==> src/rtl/sipo_pkg.sv <==
// rtl/sipo_pkg.sv - shared types and constants for the framed SIPO receiver
// SIPO_PARITY_EN adds the PARITY state to the state enum.
package sipo_pkg;

   localparam int DEFAULT_DATA_W = 8;
   localparam logic IDLE_LEVEL = 1'b1;
   localparam logic STOP_LEVEL = 1'b1;

`ifdef SIPO_PARITY_EN
   typedef enum logic [1:0] {
      ST_IDLE   = 2'd0,
      ST_DATA   = 2'd1,
      ST_PARITY = 2'd2,
      ST_STOP   = 2'd3
   } state_t;
`else
   typedef enum logic [1:0] {
      ST_IDLE = 2'd0,
      ST_DATA = 2'd1,
      ST_STOP = 2'd3
   } state_t;
`endif

endpackage

==> src/rtl/sipo_shift.sv <==
// rtl/sipo_shift.sv - serial-in/parallel-out shift register, LSB-first fill
module sipo_shift
   import sipo_pkg::*;
#(
   parameter int W = DEFAULT_DATA_W
) (
   input  logic         clk,
   input  logic         clr,
   input  logic         shift_en,
   input  logic         din,
   output logic [W-1:0] q
);

   // New bits enter at the MSB so the first bit received ends up at bit 0.
   always_ff @(posedge clk) begin
      if (clr) begin
         q <= '0;
      end else if (shift_en) begin
         q <= {din, q[W-1:1]};
      end
   end

endmodule

==> src/rtl/sipo_frame_ctrl.sv <==
// rtl/sipo_frame_ctrl.sv - start/data/stop framed serial receiver with valid/ready output
// Optional SIPO_PARITY_EN inserts an even-parity bit between the data bits and the stop bit.
module sipo_frame_ctrl
   import sipo_pkg::*;
#(
   parameter int DATA_W = DEFAULT_DATA_W
) (
   input  logic              clk,
   input  logic              rst,
   input  logic              serial_in,
   input  logic              frame_en,
   input  logic              data_ready,
   output logic [DATA_W-1:0] data_out,
   output logic              data_valid,
   output logic              busy,
   output logic              frame_err,
   output logic              overrun
);

   localparam int CNT_W = $clog2(DATA_W);

   state_t            state_q;
   state_t            state_d;
   logic [CNT_W-1:0]  cnt_q;
   logic              shift_en;
   logic              last_bit;
   logic              par_ok;
   logic              good_frame;
   logic [DATA_W-1:0] shift_q;

   sipo_shift #(.W(DATA_W)) u_shift (
      .clk      (clk),
      .clr      (rst),
      .shift_en (shift_en),
      .din      (serial_in),
      .q        (shift_q)
   );

   assign last_bit   = (cnt_q == CNT_W'(DATA_W - 1));
   assign busy       = (state_q != ST_IDLE);
   assign good_frame = (serial_in == STOP_LEVEL) && par_ok;

   always_comb begin
      state_d  = state_q;
      shift_en = 1'b0;
      case (state_q)
         ST_IDLE: begin
            if (frame_en && (serial_in != IDLE_LEVEL)) state_d = ST_DATA;
         end
         ST_DATA: begin
            shift_en = 1'b1;
`ifdef SIPO_PARITY_EN
            if (last_bit) state_d = ST_PARITY;
`else
            if (last_bit) state_d = ST_STOP;
`endif
         end
`ifdef SIPO_PARITY_EN
         ST_PARITY: state_d = ST_STOP;
`endif
         ST_STOP: state_d = ST_IDLE;
         default: state_d = ST_IDLE;
      endcase
   end

`ifdef SIPO_PARITY_EN
   // Data bits plus the parity bit must hold an even number of ones.
   always_ff @(posedge clk) begin
      if (rst) begin
         par_ok <= 1'b1;
      end else if (state_q == ST_PARITY) begin
         par_ok <= ~(^{shift_q, serial_in});
      end
   end
`else
   assign par_ok = 1'b1;
`endif

   always_ff @(posedge clk) begin
      if (rst) begin
         state_q    <= ST_IDLE;
         cnt_q      <= '0;
         data_out   <= '0;
         data_valid <= 1'b0;
         frame_err  <= 1'b0;
         overrun    <= 1'b0;
      end else begin
         state_q   <= state_d;
         frame_err <= 1'b0;
         overrun   <= 1'b0;
         if (state_q == ST_DATA) begin
            cnt_q <= last_bit ? '0 : cnt_q + CNT_W'(1);
         end
         if (data_valid && data_ready) begin
            data_valid <= 1'b0;
         end
         // A completed frame may reload in the same edge the consumer takes the old word.
         if (state_q == ST_STOP) begin
            if (!good_frame) begin
               frame_err <= 1'b1;
            end else if (!data_valid || data_ready) begin
               data_out   <= shift_q;
               data_valid <= 1'b1;
            end else begin
               overrun <= 1'b1;
            end
         end
      end
   end

endmodule

==> config.mk <==
export PLATFORM = sky130hd
export DESIGN_NAME = sipo_frame_ctrl
export DESIGN_NICKNAME = d
export VERILOG_FILES = /design/src/rtl/sipo_pkg.sv /design/src/rtl/sipo_shift.sv /design/src/rtl/sipo_frame_ctrl.sv
export SDC_FILE = /design/constraint.sdc
export NUM_CORES = 1
export LEC_CHECK = 0
export ABC_AREA = 1
export BUFFER_PORTS_ARGS = -buffer_cell sky130_fd_sc_hd__buf_2
export CORE_UTILIZATION = 52
export DETAILED_ROUTE_END_ITERATION = 10
export MAX_ROUTING_LAYER = met4
export PLACE_DENSITY = 0.87
export SETUP_SLACK_MARGIN = 0.02
export SLEW_MARGIN = 5
export SYNTH_ARGS = -nofsm -noshare
export SYNTH_HDL_FRONTEND = slang
export SYNTH_SLANG_ARGS = --single-unit
==> constraint.sdc <==
create_clock -name clk -period 1.2 [get_ports clk]
set_input_delay 0.06 -clock clk [delete_from_list [all_inputs] [get_ports clk]]
set_output_delay 0.06 -clock clk [all_outputs]
set_load 0.01 [all_outputs]
# Word level (Yosys, flattened, before mapping)
# Cells that the tools add are included.
# classes
n_bitwise,2
n_reduce_logical,10
eq_ne,5
n_mux,11
add_sub_neg,1
# op_table
operator,count
$mux 1,7
$mux 2,2
$ne 2x2->1 const B,2
$pmux 2 s2,1
$add 3x1->3 const B,1
$eq 3x3->1 const B,1
$mux 3,1
$reduce_and 3->1,1
$reduce_or 3->1,1
$eq 2x1->1 const B,1
$eq 2x2->1 const B,1
$logic_and 1x1->1,2
$logic_not 2->1,1
$not 1->1,2
$reduce_and 2->1,1
$reduce_bool 2->1,1
$reduce_or 2->1,1
$logic_not 1->1,1
$logic_or 1x1->1,1
# word_totals
out_inout_bits,12
elab_cells,36
register_bits,24
inputBits,5

# Logic depth before layout (Yosys ltp)
# depth
ltp_word,5
ltp_mapped,5
ltp_nobuf,5

# Cells and area by module
# Synthesis repeated with hierarchy kept, for this count alone.
# hier_totals
hier_cells,141
area_unflattened_um2,1003.5
# modules_own_cells
module,cells_each,seq_area_each_um2,instances,area_each_um2
sipo_frame_ctrl,90,320.3,1,655.6
sipo_shift,51,160.2,1,347.8

# Least setup slack after synthesis
# OpenSTA, ideal clock, no wires.
# synth_path
path_kind,reg-to-reg
start,register cnt_q[0]
end,register cnt_q[2]
setup_time_ps,116
required_ps,1084
arrival_ps,932
path_buffers,0
synth_period_minus_slack_ps,1047
path_stages_with_launch,5
slack_ps,153
path_cell_list,dfxtp_1 -> ha_1 -> ha_1 -> o21ai_0 -> nor2_1
# synth_between
elab_chain_len,2
word_cells_on_any_way,3
cone_classes,1 x add/sub; 1 x eq/ne; 1 x mux
# synth_rtl
element,line,source
start: declaration,sipo_frame_ctrl.sv:24,logic [CNT_W-1:0] cnt_q;
start signal: assignment,sipo_frame_ctrl.sv:92,cnt_q <= last_bit ? '0 : cnt_q + CNT_W'(1);
$add 3x1->3 / $eq 3x3->1 (equally long branches),"sipo_frame_ctrl.sv:92, sipo_frame_ctrl.sv:39",
$mux 3 (*),sipo_frame_ctrl.sv:92,
# Every way passes the cells marked *; elsewhere a longest branch is shown, timed or not.
# A chain may end at the register's enable or synchronous reset.

# Worst setup path in the final report
# layout_path
start,register state_q[0]
end,register data_out[5]
# layout_between
elab_chain_len,2
# layout_rtl
element,line,source
start: declaration,sipo_frame_ctrl.sv:22,state_t state_q;
start signal: assignment,sipo_frame_ctrl.sv:88,state_q <= state_d;
$eq 2x2->1,sipo_frame_ctrl.sv:98,if (state_q == ST_STOP) begin
$reduce_and 3->1 (no line),-,
end signal: assignment,sipo_frame_ctrl.sv:102,data_out <= shift_q;
end: declaration,sipo_frame_ctrl.sv:13,"output logic [DATA_W-1:0] data_out,"
# Every way passes these cells.

==> summary.md <==
| Metric | Value |
|---|---|
| Run status | complete, but fails checks |
| Failing checks | DRC |
| Path type of the worst min-delay path | input pin to register |
| CTS tree | built |
| DRC violation count after routing | 1 |
| Number of buffers between clock root and the deepest sink | 2 |
| Number of slew-limit violations in the final report | 0 |
| Hold Vio Cnt, Final | 0 |
| Worst-margin pin slew | between 400 and 500 ps |
| H-tree depth | 1 |
| Crit share post-route | 94.2% |
| Final worst clock skew | approximately 6.3 ps |
| Most numerous cell on the critical path | sky130_fd_sc_hd__nand2_1 |
| Max Fclk | 885 MHz |
| Post-synthesis instance area | 923 µm² |
| Worst-case vdd ir drop | approximately 0.00081 V |
| Critical path's largest stage delay | about 440 ps |
| Antenna violations before repair | 0 |
| Placement-stage cell area | 1010 µm² |
| Number of storage elements in the synthesis netlist | 24 |
| Sequential fraction of the synthesis area | between 50 and 60% |
| Setup ws final | approximately 70 ps |
| Post-synth net total | around 130 |
| Pin count of the biggest net entering global routing | 22 |
| Starting utilization of the core area | about three fifths |
| Vias | about 800 |
| CP Class | register to register |
| Ys Warns | 0 |
| Number of distinct standard cells referenced by the synthesized netlist | 16 |
| Growth of design area from synthesis to finish | 13.7% |
| Latest clock arrival within the worst-skew pair | 310 ps |
| RSZ-0062 raised after global routing | true |
| Syn Inst Count | ~120 |
| HPWL after detailed placement | 1160 µm |
| Max Cap Viol | 0 |
| Core Region | 1580 µm² |
| Cell at the slowest stage of the critical path | sky130_fd_sc_hd__dfxtp_1 |
| Total Wirelength | roughly 1700 µm |
| Power density relative to cell area | between 1000 and 1500 nW/µm² |
| Total setup buffers inserted after CTS | 0 |
| Aggregate global routing overflow | 0 |
| Total Die Area | about 2000 µm² |
| Count of routing violations after the opening detailed-route iteration | 19 |
| Die width | between 40 and 50 µm |
| Area of all placed cells without fillers | between 1000 and 1500 µm² |
| LEAKAGE | roughly 0.47 nW |
| NumNets Final | 145 |
| Pre-CTS setup slack | approximately 100 ps |
| Number of core rows | 14 |
| Number of port buffers | 16 |
| Share of layout cells above drive strength 1 | 17.6% |
| GRT Total Usage | between 10% and 20% |
| Worst Path Arrival | approximately 1400 ps |
| Top library cells by usage in the layout, fill and taps aside | sky130_fd_sc_hd__nor2_1 (25), sky130_fd_sc_hd__dfxtp_1 (24), sky130_fd_sc_hd__buf_2 (16), sky130_fd_sc_hd__inv_1 (15), sky130_fd_sc_hd__nand2_1 (12) |
| Drt pass-1 iters | 7 |
| Clock input transition at the sequential cells of the worst setup and hold paths | roughly 120 ps |
| CTS Buf Count | 3 |
| Setup TNS | 0 ps |
| Count of endpoints failing setup in the final report | 0 |
| Num ports | 17 |
| Sequence of cells on the critical path | nand2_1, nor2_4, nand3_1, nand2_1, nor2_1 |
| Global-route wire length before repair | approximately 2600 µm |
| Worst slew margin relative to its limit | between 60% and 70% |
| Min Tclk post-route | roughly 1100 ps |
| Via density per instance | 5.24 |
| Die height | 44.1 µm |
| Post-route total power | ~0.0013 W |
| Most common library cell in the layout ignoring fill and taps | sky130_fd_sc_hd__nor2_1 |
| Number of global-route vias before repair | 658 |
| Avg Synthesized Cell Area | approximately 7.8 µm² |
| Critical path launch point type | register |
| Critical path endpoint category | register |
| Root buf cell | sky130_fd_sc_hd__clkbuf_4 |
| Routed length per placed instance | approximately 11 µm |
| Number of antenna repair diodes | 0 |
| Biggest fanout along the worst timing path | 8 |
| Gpl congestion | 0.768 |
| Sinks on the clock net | 24 |
| Critical Path RT | approximately 1400 ps |
| Post-detailed-route count of antenna-violating nets | 0 |
sequential cells by signal, summed over array words and instances (netlist names):
name,cells
data_out,8
u_shift.q,8
cnt_q,3
state_q,2
data_valid,1
frame_err,1
overrun,1
path summary, 6_finish.rpt:
| path | from | endpoint | slack (ps) | depth (start not counted) |
|---|---|---|---|---|
| worst max-delay path | state_q[0] | data_out[5] | 70 | 5 |
| worst min-delay path | frame_en | state_q[0] | 40 | 3 |
| worst max register to register | state_q[0] | data_out[5] | 70 | 5 |
| worst min register to register | u_shift.q[0] | u_shift.q[0] | 480 | 2 |
synth_stat cells:
cell | count | share of area, %
sky130_fd_sc_hd__a21oi_1 | 10 | 5.4
sky130_fd_sc_hd__clkbuf_1 | 1 | 0.41
sky130_fd_sc_hd__nand3_2 | 1 | 1.1
sky130_fd_sc_hd__nor3_1 | 3 | 1.6
sky130_fd_sc_hd__inv_1 | 15 | 6.1
sky130_fd_sc_hd__buf_2 | 1 | 0.54
sky130_fd_sc_hd__ha_1 | 2 | 2.7
sky130_fd_sc_hd__buf_4 | 2 | 1.6
sky130_fd_sc_hd__nor2_1 | 25 | 10
sky130_fd_sc_hd__dfxtp_1 | 24 | 52
sky130_fd_sc_hd__nand2_2 | 1 | 0.68
sky130_fd_sc_hd__o21ai_0 | 10 | 5.4
sky130_fd_sc_hd__nand3_1 | 8 | 4.3
sky130_fd_sc_hd__nor2_4 | 2 | 2.4
sky130_fd_sc_hd__nand2_1 | 12 | 4.9
sky130_fd_sc_hd__o21ai_1 | 1 | 0.54
layout make-up:
class	instances	area, µm²
Clock buffer	3	22.5
Tap cell	16	20.0
Multi-Input combinational cell	75	363
Sequential cell	24	480
Timing Repair Buffer	19	108
Inverter	15	56.3
Fill cell	139	527
logic make-up after synthesis:
kind of cell    share of synthesized area (%)
compound gates                           11.4
fa+ha+maj                                2.71
buf+inv                                  8.67
flops                                    52.0
simple gates                             25.2
worst max-delay path, delay by kind of cell (launching register included):
kind	cells	cell delay, ps
DFF	1	440
and+or+nand+nor	5	580
layer usage:
layer / up-vias / wire (µm) / GRT usage, %
met5: - / 0 / -
met3: 4 / 92 / 6.12
met2: 24 / 812 / 32.1
met4: 0 / 32 / 9.09
li1: 412 / - / -
met1: 357 / 712 / 20.9
report_power, final:
part	total, W	internal, W	switching [W]
registers	0.000843	0.000826	0.0000173
logic	0.000106	0.0000408	0.0000648
clock network	0.000334	0.000118	0.000217
metrics by stage:
step	hold WS, ps	utilization, %	instances
2_1_floorplan	129	-	118
3_3_place_gp	284	63.9	147
3_5_place_dp	285	63.9	147
4_1_cts	49.1	66.6	152
5_1_grt	57.6	66.6	152
6_report	41.3	66.6	152
timing repair:
action,in CTS,in global routing
endpoints found under the hold margin,4,0
hold buffers,2,0
setup endpoints to repair,0,12
gates resized for setup,0,1
No activity file was read; power rests on OpenSTA's default activity.
